<file path="src/rtl/dl11_uart_if.sv">
// Register bus between the Unibus mapper and the DL11 console line unit.
// The mapper drives the master side; dl11_uart is the slave.
interface dl11_uart_if;
    logic        uartreq;
    logic [2:0]  uartaddr;
    logic        uartwr;
    logic [15:0] uartwdata;
    logic        uartack;
    logic [15:0] uartrdata;

    modport master (output uartreq, uartaddr, uartwr, uartwdata,
                    input  uartack, uartrdata);
    modport slave  (input  uartreq, uartaddr, uartwr, uartwdata,
                    output uartack, uartrdata);
endinterface

</file>
<file path="src/rtl/dl11_uart.sv">
// DL11-style console line unit: RCSR/RBUF/XCSR/XBUF registers, 8N1 receiver and transmitter.
// Optional DL11_LOOPBACK_EN adds XCSR.MAINT, which feeds txd back into the receiver.
module dl11_uart #(
    parameter int CLKDIV = 434
) (
    input  logic        clk,
    input  logic        rstn,
    dl11_uart_if.slave  bus,
    input  logic        rxd,
    output logic        txd,
    output logic        rxirq,
    output logic        txirq
);
    localparam logic [15:0] FULL = 16'(CLKDIV - 1);
    localparam logic [15:0] HALF = 16'(CLKDIV / 2 - 1);

    localparam logic [1:0] ST_IDLE  = 2'd0;
    localparam logic [1:0] ST_START = 2'd1;
    localparam logic [1:0] ST_DATA  = 2'd2;
    localparam logic [1:0] ST_STOP  = 2'd3;

    logic        rx_done, rx_ie, rx_or, rx_fe;
    logic [7:0]  rx_data, rx_shift;
    logic [1:0]  rx_state;
    logic [15:0] rx_cnt;
    logic [2:0]  rx_bit;
    logic        rx_in, rx_s0, rx_s1, rx_last;

    logic        tx_ready, tx_ie, maint;
    logic [7:0]  tx_shift;
    logic [1:0]  tx_state;
    logic [15:0] tx_cnt;
    logic [2:0]  tx_bit;

    logic [1:0]  sel;
    logic        rd, wr, rbuf_rd, xbuf_wr;
    logic [15:0] rdata_mux;
    logic        unused_bits;

`ifdef DL11_LOOPBACK_EN
    assign rx_in = maint ? txd : rxd;
`else
    assign rx_in = rxd;
    assign maint = 1'b0;
`endif

    assign sel     = bus.uartaddr[2:1];
    assign rd      = bus.uartreq & ~bus.uartwr;
    assign wr      = bus.uartreq &  bus.uartwr;
    assign rbuf_rd = rd & (sel == 2'd1);
    assign xbuf_wr = wr & (sel == 2'd3) & tx_ready;

    assign rxirq = rx_done & rx_ie;
    assign txirq = tx_ready & tx_ie;

    assign unused_bits = &{1'b0, bus.uartaddr[0], bus.uartwdata};

    always_comb begin
        rdata_mux = 16'h0000;
        case (sel)
            2'd0:    rdata_mux = {8'h00, rx_done, rx_ie, 6'h00};
            2'd1:    rdata_mux = {rx_or | rx_fe, rx_or, rx_fe, 5'h00, rx_data};
            2'd2:    rdata_mux = {8'h00, tx_ready, tx_ie, 3'h0, maint, 2'h0};
            default: rdata_mux = 16'h0000;
        endcase
    end

    // NOTE: every register below is written with <= so all state moves together on the edge.
    always_ff @(posedge clk or negedge rstn) begin
        if (!rstn) begin
            bus.uartack   <= 1'b0;
            bus.uartrdata <= 16'h0000;
            rx_ie         <= 1'b0;
            tx_ie         <= 1'b0;
        end else begin
            bus.uartack   <= bus.uartreq;
            bus.uartrdata <= rd ? rdata_mux : 16'h0000;
            if (wr && sel == 2'd0) rx_ie <= bus.uartwdata[6];
            if (wr && sel == 2'd2) tx_ie <= bus.uartwdata[6];
        end
    end

`ifdef DL11_LOOPBACK_EN
    always_ff @(posedge clk or negedge rstn) begin
        if (!rstn)                  maint <= 1'b0;
        else if (wr && sel == 2'd2) maint <= bus.uartwdata[2];
    end
`endif

    // Receiver; a completion on the same edge as an RBUF read wins, so DONE stays set.
    always_ff @(posedge clk or negedge rstn) begin
        if (!rstn) begin
            rx_s0 <= 1'b1; rx_s1 <= 1'b1; rx_last <= 1'b1;
            rx_state <= ST_IDLE; rx_cnt <= 16'h0; rx_bit <= 3'd0; rx_shift <= 8'h00;
            rx_done <= 1'b0; rx_or <= 1'b0; rx_fe <= 1'b0; rx_data <= 8'h00;
        end else begin
            rx_s0   <= rx_in;
            rx_s1   <= rx_s0;
            rx_last <= rx_s1;
            if (rbuf_rd) rx_done <= 1'b0;
            case (rx_state)
                ST_IDLE: if (rx_last && !rx_s1) begin
                    rx_state <= ST_START;
                    rx_cnt   <= HALF;
                end
                ST_START: if (rx_cnt != 16'h0) rx_cnt <= rx_cnt - 16'h1;
                    else if (rx_s1) rx_state <= ST_IDLE;
                    else begin
                        rx_state <= ST_DATA;
                        rx_cnt   <= FULL;
                        rx_bit   <= 3'd0;
                    end
                ST_DATA: if (rx_cnt != 16'h0) rx_cnt <= rx_cnt - 16'h1;
                    else begin
                        rx_shift <= {rx_s1, rx_shift[7:1]};
                        rx_cnt   <= FULL;
                        if (rx_bit == 3'd7) rx_state <= ST_STOP;
                        else                rx_bit   <= rx_bit + 3'd1;
                    end
                default: if (rx_cnt != 16'h0) rx_cnt <= rx_cnt - 16'h1;
                    else begin
                        rx_data  <= rx_shift;
                        rx_fe    <= ~rx_s1;
                        rx_or    <= rx_done;
                        rx_done  <= 1'b1;
                        rx_bit   <= 3'd0;
                        rx_state <= ST_IDLE;
                    end
            endcase
        end
    end

    // NOTE: txd is a reset flop, so the line returns to idle the instant rstn falls.
    always_ff @(posedge clk or negedge rstn) begin
        if (!rstn) begin
            txd <= 1'b1; tx_ready <= 1'b1;
            tx_state <= ST_IDLE; tx_cnt <= 16'h0; tx_bit <= 3'd0; tx_shift <= 8'h00;
        end else begin
            case (tx_state)
                ST_IDLE: if (xbuf_wr) begin
                    tx_shift <= bus.uartwdata[7:0];
                    txd      <= 1'b0;
                    tx_cnt   <= FULL;
                    tx_ready <= 1'b0;
                    tx_state <= ST_START;
                end
                ST_START: if (tx_cnt != 16'h0) tx_cnt <= tx_cnt - 16'h1;
                    else begin
                        txd      <= tx_shift[0];
                        tx_shift <= {1'b0, tx_shift[7:1]};
                        tx_cnt   <= FULL;
                        tx_bit   <= 3'd0;
                        tx_state <= ST_DATA;
                    end
                ST_DATA: if (tx_cnt != 16'h0) tx_cnt <= tx_cnt - 16'h1;
                    else begin
                        tx_cnt <= FULL;
                        if (tx_bit == 3'd7) begin
                            txd      <= 1'b1;
                            tx_state <= ST_STOP;
                        end else begin
                            txd      <= tx_shift[0];
                            tx_shift <= {1'b0, tx_shift[7:1]};
                            tx_bit   <= tx_bit + 3'd1;
                        end
                    end
                default: if (tx_cnt != 16'h0) tx_cnt <= tx_cnt - 16'h1;
                    else begin
                        tx_ready <= 1'b1;
                        tx_bit   <= 3'd0;
                        tx_state <= ST_IDLE;
                    end
            endcase
        end
    end
endmodule

</file>
<file path="src/flat_wrapper.sv">
// flat-port wrapper written by rule: the top's interface ports become plain ports
module dl11_uart_flat 
#(
    parameter int CLKDIV = 434
)
  (clk, rstn, rxd, txd, rxirq, txirq, bus_uartreq, bus_uartaddr, bus_uartwr, bus_uartwdata, bus_uartack, bus_uartrdata);
  dl11_uart_if bus_i ();
  input  logic clk;
  input  logic rstn;
  input  logic rxd;
  output logic txd;
  output logic rxirq;
  output logic txirq;
  input wire logic [$bits(bus_i.uartreq)-1:0] bus_uartreq;
  input wire logic [$bits(bus_i.uartaddr)-1:0] bus_uartaddr;
  input wire logic [$bits(bus_i.uartwr)-1:0] bus_uartwr;
  input wire logic [$bits(bus_i.uartwdata)-1:0] bus_uartwdata;
  output wire logic [$bits(bus_i.uartack)-1:0] bus_uartack;
  output wire logic [$bits(bus_i.uartrdata)-1:0] bus_uartrdata;
  assign bus_i.uartreq = bus_uartreq;
  assign bus_i.uartaddr = bus_uartaddr;
  assign bus_i.uartwr = bus_uartwr;
  assign bus_i.uartwdata = bus_uartwdata;
  assign bus_uartack = bus_i.uartack;
  assign bus_uartrdata = bus_i.uartrdata;
  dl11_uart #(.CLKDIV(CLKDIV)) u_core (.clk(clk), .rstn(rstn), .bus(bus_i), .rxd(rxd), .txd(txd), .rxirq(rxirq), .txirq(txirq));
endmodule
</file>
<file path="config.mk">
export PLATFORM = sky130hd
export DESIGN_NAME = dl11_uart_flat
export DESIGN_NICKNAME = d
export VERILOG_FILES = /design/src/rtl/dl11_uart_if.sv /design/src/rtl/dl11_uart.sv /design/src/flat_wrapper.sv
export SDC_FILE = /design/constraint.sdc
export NUM_CORES = 1
export LEC_CHECK = 0
export BUFFER_PORTS_ARGS = -buffer_cell sky130_fd_sc_hd__clkbuf_2
export CAP_MARGIN = 20
export CORE_ASPECT_RATIO = 1.2
export CORE_MARGIN = 5
export CORE_UTILIZATION = 45
export DETAILED_ROUTE_END_ITERATION = 8
export HOLD_SLACK_MARGIN = 0.05
export PLACE_DENSITY_LB_ADDON = 0.05
export SKIP_CTS_REPAIR_TIMING = 1
export SLEW_MARGIN = 15
export SYNTH_ARGS = -nofsm -noshare
export SYNTH_HDL_FRONTEND = slang
export SYNTH_SLANG_ARGS = --single-unit
</file>
<file path="constraint.sdc">
create_clock -name clk -period 2.6 [get_ports clk]
set_clock_uncertainty 0.15 [all_clocks]
set_input_delay 0.13 -clock clk [delete_from_list [all_inputs] [get_ports clk]]
set_output_delay 0.13 -clock clk [all_outputs]
set_load 0.02 [all_outputs]
</file>
Yosys cells after proc, flatten, opt, wreduce, memory -nomap -nowiden
Cells that the tools add are included.
{ "totals": {"reg_bits": 93, "latchBits": 0, "ramBits": 0, "rom_bits": 0, "input_bits": 24, "memories": 0} }
{ "op_classes": {"add_sub_neg": 4, "n_mul": 0, "n_div": 0, "order_cmp": 0, "n_eq_ne": 23, "n_shift": 0, "muxes": 50, "bitwise_logic": 16, "n_reduce_logical": 25} }
{ "op_table": {"columns": ["operator", "count"], "rows": [
  ["$mux W16", 9],
  ["$pmux W16 S3", 2],
  ["$mux W8", 4],
  ["$pmux W16 S2", 1],
  ["$reduce_bool A16 Y1", 2],
  ["$sub A16 B1 Y16 const B", 2],
  ["$mux W3", 8],
  ["$pmux W8 S3", 1],
  ["$mux W2", 11],
  ["$ne A2 B2 Y1 const B", 9],
  ["$reduce_and A5 Y1", 3],
  ["$pmux W2 S3", 2],
  ["$pmux W3 S3", 1],
  ["$reduce_and A3 Y1", 3],
  ["$eq A2 B2 Y1 const B", 4],
  ["$mux W1", 8],
  ["$ne A2 B1 Y1 const B", 4],
  ["$not A1 Y1", 8],
  ["$reduce_and A4 Y1", 2],
  ["$and A1 B1 Y1", 7],
  ["$add A3 B1 Y3 const B", 2],
  ["$eq A2 B1 Y1 const B", 3],
  ["$eq A3 B3 Y1 const B", 2],
  ["$logic_not A2 Y1", 3],
  ["12 further kinds", 17]
]} }

Longest topological paths before layout
Gate-level depths: netlist of the first run.
{ "depth": {"ltp_word": 6, "depth_mapped": 9, "mapped_depth_nobuf": 8} }

Least setup slack after synthesis of the first run
No wires, ideal clock.
{ "synth_path": {"path_kind": "reg-to-reg", "startpoint": "register u_core.tx_cnt[4]", "endpoint": "register u_core.tx_state[1]", "setup_ps": 125, "t_arrival_ps": 1948, "required_time_ps": 2325, "setup_slack_ps": 378, "stages_incl_launch_ff": 8, "path_buffers": 1, "period_less_slack_ps": 2222, "path_cell_list": "dfrtp_1 -> or4_4 -> nor2_4 -> and2_4 -> buf_6 -> o21ai_0 -> a21oi_1 -> mux2_2"} }
{ "synth_via": {"elab_chain_cells": 3, "elab_cells_between_ends": 5, "classes_between": "3 x eq/ne; 2 x reduce/logical"} }
{ "synth_lines": {"columns": ["element", "line_no", "text"], "rows": [
  ["start, declared", "dl11_uart.sv:32", "logic [15:0] tx_cnt;"],
  ["start signal, assigned", "dl11_uart.sv:147", "ST_START: if (tx_cnt != 16'h0) tx_cnt <= tx_cnt - 16'h1;"],
  ["start signal, assigned", "dl11_uart.sv:155", "ST_DATA: if (tx_cnt != 16'h0) tx_cnt <= tx_cnt - 16'h1;"],
  ["start signal, assigned", "dl11_uart.sv:167", "default: if (tx_cnt != 16'h0) tx_cnt <= tx_cnt - 16'h1;"],
  ["$reduce_bool A16 Y1 (*)", "dl11_uart.sv:147, dl11_uart.sv:155, dl11_uart.sv:167", null],
  ["$ne A2 B2 Y1 (no source line)", null, null],
  ["$reduce_and A5 Y1 (no source line) (*)", null, null],
  ["end signal, assigned", "dl11_uart.sv:145", "tx_state <= ST_START;"],
  ["end signal, assigned", "dl11_uart.sv:160", "tx_state <= ST_STOP;"],
  ["end signal, assigned", "dl11_uart.sv:171", "tx_state <= ST_IDLE;"],
  ["end, declared", "dl11_uart.sv:31", "logic [1:0] tx_state;"]
]} }
Every way passes the cells marked *; elsewhere a longest branch is shown, timed or not.
A chain may end at the register's enable or synchronous reset.

Final worst setup path of the first run
{ "layout_path": {"startpoint": "register u_core.rx_cnt[0]", "endpoint": "register u_core.rx_shift[2]"} }
{ "layout_via": {"elab_chain_cells": 3} }
{ "layout_lines": {"columns": ["element", "line_no", "text"], "rows": [
  ["start, declared", "dl11_uart.sv:25", "logic [15:0] rx_cnt;"],
  ["start signal, assigned", "dl11_uart.sv:106", "ST_START: if (rx_cnt != 16'h0) rx_cnt <= rx_cnt - 16'h1;"],
  ["start signal, assigned", "dl11_uart.sv:113", "ST_DATA: if (rx_cnt != 16'h0) rx_cnt <= rx_cnt - 16'h1;"],
  ["start signal, assigned", "dl11_uart.sv:120", "default: if (rx_cnt != 16'h0) rx_cnt <= rx_cnt - 16'h1;"],
  ["$reduce_bool A16 Y1", "dl11_uart.sv:113", null],
  ["$not A1 Y1 (no source line)", null, null],
  ["$reduce_and A2 Y1 (no source line)", null, null],
  ["end signal, assigned", "dl11_uart.sv:115", "rx_shift <= {rx_s1, rx_shift[7:1]};"],
  ["end, declared", "dl11_uart.sv:23", "logic [7:0] rx_data, rx_shift;"]
]} }
Every way passes these cells.

==> flow_metrics.py, run 1 <==
metrics = {
    "synthesis": {
        "yosys_warnings": 0,
        "syn_inst": 434,
        "synth_flop_cell": "dfrtp_1",
        "synth_simple_gate_area_share": 0.1866,
        "synth_top_family_by_area": "simple AND/OR/NAND/NOR gates",
        "yosysUniqueCellTypes": 60,
        "yosys-top-cells-area": "dfrtp_1 (46%), mux2_2 (8.7%), ha_1 (4.4%)",
        "synth_mux_area_frac": 0.09149,
        "synth-edff-count": 0,
        "ys_seq_area_frac": 0.4878,
        "async_reset_ff_frac": 1.000,
        "synth.avg_cell_area_um2": 10.43,
        "synth_xor_area_frac": 0.01741,
        "synth.top_cell.area_share": 0.4588,
        "synth_compound_area_frac": 0.1288,
        "synth_seq_cells": 88,
        "mappedNetlistArea_um2": 4527,
        "synthAdderAreaFrac": 0.04422,
        "synth_area_leader_cell": "dfrtp_1",
    },
    "power_and_ir_drop": {
        "p_leak_nw": 2.477,
        "power_density_nw_per_um2": 1127,
        "ir_drop_v": 0.0006625,
    },
    "grt": {
        "grt_max_degree": 47,
        "grt_antenna_before_repair": 0,
        "grt_pass1_vias": 3264,
        "grt_pass1_wl_mm": 15.52,
        "grt_util_all_layers": 0.1595,
        "gr-total-overflow": 0,
    },
    "setup_path": {
        "crit_arrival_ns": 2.46,
        "reg2reg_slack_ns": 0.21,
        "critPathLaunchType": "flop",
        "end_kind": "flop",
        "r2r_cells": 7,
        "worst-path-max-fanout": 8,
        "required_ns": 2.67,
        "r2r-end": "u_core.rx_shift[2]",
        "worstSetupPathType": "reg2reg",
        "reg2reg_from": "u_core.rx_cnt[0]",
    },
    "sta": {
        "drv_slew": 0,
        "rsz0062_at_grt": "false",
        "tightest_slew_ns": 0.6227,
        "clock.fmax_ghz": 0.4189,
        "hold_viol": 0,
        "relSlewSlack": 0.5849,
        "post-route-period-util": 0.9181,
        "fin_crit_ns": 2.387,
        "final.setup.tns_ns": 0,
        "setup_viol": 0,
        "setup_slack_ns": 0.2130,
    },
    "place": {
        "place_congestion": 0.8129,
        "port_buffers": 29,
        "dp_hpwl_mm": 6.341,
        "pre_cts_slack_ns": 0.2031,
        "place_area_um2": 4855,
    },
    "hold_path": {
        "hold_depth": 3,
        "min_to": "u_core.bus.uartrdata[6]",
        "min_path_type": "in2reg",
        "hold_start": "bus_uartwr",
    },
    "route": {
        "via_count": 3269,
        "drtIter0Drc": 127,
        "routed_wl_mm": 9.019,
        "wire_per_inst_um": 14.57,
        "drc": 0,
        "vias_per_cell": 5.281,
        "ant_nets": 0,
        "firstDrtPassIters": 4,
    },
    "clock_tree": {
        "clkLatencyLatePin_ns": 0.34,
        "clkSinkCount": 88,
        "cts.path.max_buffers": 2,
        "cts_tree": "done",
        "root_buffer": "clkbuf_16",
        "cts_buffers": 9,
        "htree_levels": 3,
        "clk_pin_slew_ns": 0.06,
    },
    "floorplanning": {
        "dieArea_um2": 12170,
        "coreArea_um2": 9910,
        "dieWidth_um": 101.6,
        "std_cell_rows": 40,
        "ios": 44,
        "die-height_um": 119.9,
        "start_util": 0.4568,
    },
    "layout": {
        "stdcell_area_um2": 5289,
        "drive_gt1_frac": 0.2333,
        "fill_cells": 926,
        "final_cell_mix": "dfrtp_1 (83), nor2_1 (48), o21ai_0 (38)",
        "area_delta_synth_final_pct": 16.83,
        "antenna_cells": 0,
        "final_common_cell": "dfrtp_1",
        "nets": 528,
    },
    "flow_run": {
        "maxCapViolCount": 0,
    },
    "outcome": {
        "status": "completed",
    },
}
[worst max-delay path: stages (launching register included)]
cell	delay, ns
dfrtp_1	0.42
inv_1	0.08
ha_1	0.18
nor3b_2	0.34
and4b_1	0.32
and2_2	0.22
nand2_1	0.22
mux2_2	0.34
[cell usage after synthesis, drive strengths merged (3+ instances only)]
master and number:
dfstp 5, mux2 35, a21oi 20, and2 13, nor4 8, ha 16
inv 15, nor2 49, and3 4, xor2 9, or2 3, nor2b 6
a22o 8, buf 10, nand3 9, dfrtp 83, nand4b 3, clkbuf 7
a31oi 5, nand4 5, nor3 19, o21ai 40, nand2 28
[report_power, final]
group	switching (mW)	internal [mW]	total, mW
registers	0.272	1.70	1.97
logic	1.43	1.16	2.60
clock network	0.527	0.872	1.40
total	2.23	3.73	5.96
[worst max path at each step]
stage	start	end	slack, ns	cells after the start
2_1_floorplan	u_core.tx_cnt[4]	u_core.tx_state[1]	0.38	7
3_3_place_gp	u_core.tx_cnt[2]	u_core.tx_cnt[5]	0.22	7
3_5_place_dp	u_core.rx_cnt[0]	u_core.rx_shift[2]	0.20	7
4_1_cts	u_core.rx_cnt[0]	u_core.rx_shift[2]	0.19	7
5_1_grt	u_core.rx_cnt[0]	u_core.rx_shift[2]	0.08	7
6_report	u_core.rx_cnt[0]	u_core.rx_shift[2]	0.21	7
[sequential cells by signal, summed over array words and instances (netlist names)]
register              cells
u_core.rx_cnt            16
u_core.bus.uartack        1
u_core.tx_cnt            16
u_core.tx_ready           1
u_core.rx_shift           8
u_core.txd                1
u_core.rx_state           2
u_core.rx_done            1
u_core.tx_ie              1
u_core.rx_last            1
u_core.bus.uartrdata     11
u_core.rx_or              1
u_core.rx_ie              1
u_core.rx_s0              1
u_core.tx_shift           8
u_core.tx_state           2
u_core.tx_bit             3
u_core.rx_fe              1
u_core.rx_s1              1
u_core.rx_bit             3
u_core.rx_data            8
[stage by stage]
stage / std cells / hold slack, ns / total power, mW / utilization
global route: 619 / 0.06236 / 6.398 / 0.5337
global placement: 592 / 0.04048 / 4.546 / 0.4899
floorplan: 438 / -0.3156 / 3.922 / -
CTS: 608 / -0.3305 / 6.020 / 0.5226
finish: 619 / 0.04129 / 5.963 / 0.5337
detailed placement: 592 / 0.04212 / 4.585 / 0.4899
[area by class of cell]
cell class / count / area, µm² / area share
Sequential cell: 88 / 2208 / 0.4176
Multi-Input combinational cell: 318 / 2140 / 0.4045
Timing Repair Buffer: 56 / 402.9 / 0.07618
Clock buffer: 12 / 246.5 / 0.04661
Tap cell: 126 / 157.7 / 0.02981
Clock inverter: 4 / 77.57 / 0.01467
Inverter: 15 / 56.30 / 0.01065
[per-layer routing]
metal  vias to the layer above  routed length (µm)  global-route usage
met2                        30                4567              0.2655
met4                         0                 172             0.06983
met5                         -                   0                   0
li1                       1648                   -                   -
met1                      1581                4053              0.1982
met3                        10                 227             0.03198
[cells by family (layout without fill, tap and decap cells)]
kind of cell	after synthesis	in the layout
buf+inv	32	87
other cells	1	5
simple gates	160	160
xor+xnor	9	9
mux	37	37
fa+ha+maj	16	16
compound gates	91	91
flops	88	88
No activity file was read; power rests on OpenSTA's default activity.
==> inputs of run 2 (changes only) <==
--- a/config.mk
+++ b/config.mk
@@ -5,6 +5,7 @@
 export SDC_FILE = /design/constraint.sdc
 export NUM_CORES = 1
 export LEC_CHECK = 0
+export ABC_AREA = 1
 export BUFFER_PORTS_ARGS = -buffer_cell sky130_fd_sc_hd__clkbuf_2
 export CAP_MARGIN = 20
 export CORE_ASPECT_RATIO = 1.2
==> flow_metrics.py, run 2 <==
metrics = {
    "outcome": {
        "status": "completed",
    },
    "clock_tree": {
        "cts_buffers": 9,
        "cts.path.max_buffers": 2,
        "htree_levels": 3,
        "clkLatencyLatePin_ns": 0.35,
        "root_buffer": "clkbuf_16",
        "clk_pin_slew_ns": 0.07,
        "clkSinkCount": 88,
        "cts_tree": "done",
    },
    "layout": {
        "nets": 689,
        "seqCellArea_um2": 2208,
        "final_cell_mix": "nand2_1 (170), dfrtp_1 (83), inv_1 (80)",
        "fill_cells": 1024,
        "instances_no_fill": 783,
        "drive_gt1_frac": 0.1269,
        "antenna_cells": 0,
        "final_common_cell": "nand2_1",
        "stdcell_area_um2": 5430,
        "multiInputGateArea_um2": 2145,
        "top_regs": "u_core.rx_cnt (16), u_core.tx_cnt (16), u_core.bus.uartrdata (11)",
        "area_delta_synth_final_pct": 14.57,
    },
    "floorplanning": {
        "dieArea_um2": 12690,
        "coreArea_um2": 10410,
        "std_cell_rows": 41,
        "dieWidth_um": 103.7,
        "die-height_um": 122.4,
        "ios": 44,
        "start_util": 0.4551,
    },
    "place": {
        "place_inst": 754,
        "port_buffers": 29,
        "place_congestion": 0.8515,
        "dp_hpwl_mm": 7.320,
        "place_area_um2": 5012,
    },
    "synthesis": {
        "synth.top_cell.area_share": 0.4382,
        "mappedNetlistArea_um2": 4740,
        "ys_seq_area_frac": 0.4659,
        "synth_common_cells": "nand2_1 (170), dfrtp_1 (83), inv_1 (80)",
        "synth_most_common_cell": "nand2_1",
        "syn_inst": 602,
        "synth_simple_gate_area_share": 0.2664,
        "yosys_warnings": 0,
        "synth_flop_cell": "dfrtp_1",
        "synth_xor_area_frac": 0.02772,
        "synth_top_family_by_area": "simple AND/OR/NAND/NOR gates",
        "yosysUniqueCellTypes": 34,
        "synth_area_leader_cell": "dfrtp_1",
        "synth_mux_area_frac": 0.01267,
        "async_reset_ff_frac": 1.000,
        "synth_seq_cells": 88,
        "synth_compound_area_frac": 0.09952,
        "synth-edff-count": 0,
        "yosys-top-cells-area": "dfrtp_1 (44%), nand2_1 (13%), inv_1 (6.3%)",
        "synthAdderAreaFrac": 0.04224,
        "synth.avg_cell_area_um2": 7.873,
    },
    "power_and_ir_drop": {
        "power_density_nw_per_um2": 744.0,
        "p_leak_nw": 2.684,
        "ir_drop_v": 0.0004337,
        "finalPower_mw": 4.040,
    },
    "setup_path": {
        "reg2reg_from": "u_core.rx_state[1]",
        "required_ns": 2.69,
        "end_kind": "flop",
        "worst-path-max-fanout": 8,
        "crit_arrival_ns": 2.36,
        "r2r-end": "u_core.rx_cnt[6]",
        "max_stage_delay_ns": 0.44,
        "worstSetupPathType": "reg2reg",
        "path_cells": "inv_1 -> ha_1 -> inv_1 -> nand2_1 -> o21ai_0 -> nand3_2 -> nand2_2 -> inv_1 -> nand2_1 -> nand2_1 -> inv_1 -> nand2_1",
        "slowest_stage": "dfrtp_1",
        "critPathLaunchType": "flop",
        "reg2reg_slack_ns": 0.33,
        "r2r_cells": 12,
    },
    "sta": {
        "tightest_slew_ns": 0.6055,
        "clock.fmax_ghz": 0.4402,
        "setup_viol": 0,
        "final.setup.tns_ns": 0,
        "hold_slack_ns": 0.02337,
        "relSlewSlack": 0.5963,
        "post-route-period-util": 0.8737,
        "hold_viol": 0,
        "fin_crit_ns": 2.272,
        "rsz0062_at_grt": "false",
        "drv_slew": 0,
    },
    "route": {
        "ant_nets": 0,
        "drc": 0,
        "vias_per_cell": 4.900,
        "drtIter0Drc": 157,
        "wire_per_inst_um": 12.69,
        "firstDrtPassIters": 4,
        "routed_wl_mm": 9.938,
        "via_count": 3837,
    },
    "grt": {
        "grt_util_all_layers": 0.1665,
        "grt_max_degree": 46,
        "grt_antenna_before_repair": 0,
        "grt_pass1_wl_mm": 17.31,
        "grt_pass1_vias": 3777,
        "gr-total-overflow": 0,
    },
    "hold_path": {
        "hold_start": "bus_uartaddr[1]",
        "min_to": "u_core.rx_ie",
        "min_path_type": "in2reg",
        "hold_depth": 3,
    },
    "flow_run": {
        "maxCapViolCount": 0,
    },
}
run 2: cell types whose count changed after synthesis, sizes merged, moves of 6 or more:
| cell | previous run | this run |
|---|---|---|
| nor4 | 8 | 0 |
| mux2 | 35 | 0 |
| nor2 | 49 | 84 |
| o21ai | 40 | 54 |
| and2 | 13 | 0 |
| a22o | 8 | 0 |
| nor2b | 6 | 0 |
| nand2 | 28 | 175 |
| inv | 15 | 82 |
| nor3 | 19 | 7 |
| nand3 | 9 | 28 |
run 2: stage by stage:
step,utilization,setup slack (ns)
6_report,0.5214,0.3284
5_1_grt,0.5214,0.06708
4_1_cts,0.5090,0.3243
3_5_place_dp,0.4813,0.3439
3_3_place_gp,0.4813,0.3764
2_1_floorplan,-,0.7132
run 2: final cells by class:
class | count | share of cell area
Clock buffer | 10 | 0.04401
Clock inverter | 6 | 0.008986
Inverter | 82 | 0.05668
Multi-Input combinational cell | 422 | 0.3949
Sequential cell | 88 | 0.4067
Tap cell | 129 | 0.02972
Timing Repair Buffer | 46 | 0.05899
run 2: cell families (layout without fill, tap and decap cells):
kind of cell               after synthesis  after routing
AOI/OAI and AO/OA                       78             78
adders and majority gates               16             16
muxes                                    6              6
other                                    1              5
DFF                                     88             88
and+or+nand+nor                        302            302
xor gates and xnor gates                15             15
buffers and inverters                   96            144
run 2: power by group:
group          total (mW)  internal, mW  switching, mW
clock                1.26         0.688          0.569
combinational        1.13         0.373          0.756
sequential           1.65          1.52          0.137
run 2: worst max-delay path by stage:
stage,slack (ns),start,endpoint,cells past startpoint
2_1_floorplan,0.71,u_core.tx_state[0],u_core.tx_shift[0],6
3_3_place_gp,0.38,u_core.rx_state[0],u_core.rx_cnt[6],12
3_5_place_dp,0.34,u_core.rx_state[0],u_core.rx_cnt[6],12
4_1_cts,0.32,u_core.rx_state[1],u_core.rx_cnt[6],12
5_1_grt,0.07,u_core.rx_state[1],u_core.rx_cnt[6],12
6_report,0.33,u_core.rx_state[1],u_core.rx_cnt[6],12
run 2: critical path: cells and delay by family (launching register included):
kind / cells / cell delay, ns
adders and majority gates: 1 / 0.21
buffers and inverters: 4 / 0.46
AOI/OAI and AO/OA: 1 / 0.24
and+or+nand+nor: 6 / 0.66
DFF: 1 / 0.44
run 2: layer usage:
metal	GRT usage	vias up	part of all wire
met2	0.2783	47	0.48
met1	0.2110	1797	0.48
met5	0	-	0
met3	0.03787	12	0.026
li1	-	1981	-
met4	0.06478	0	0.014
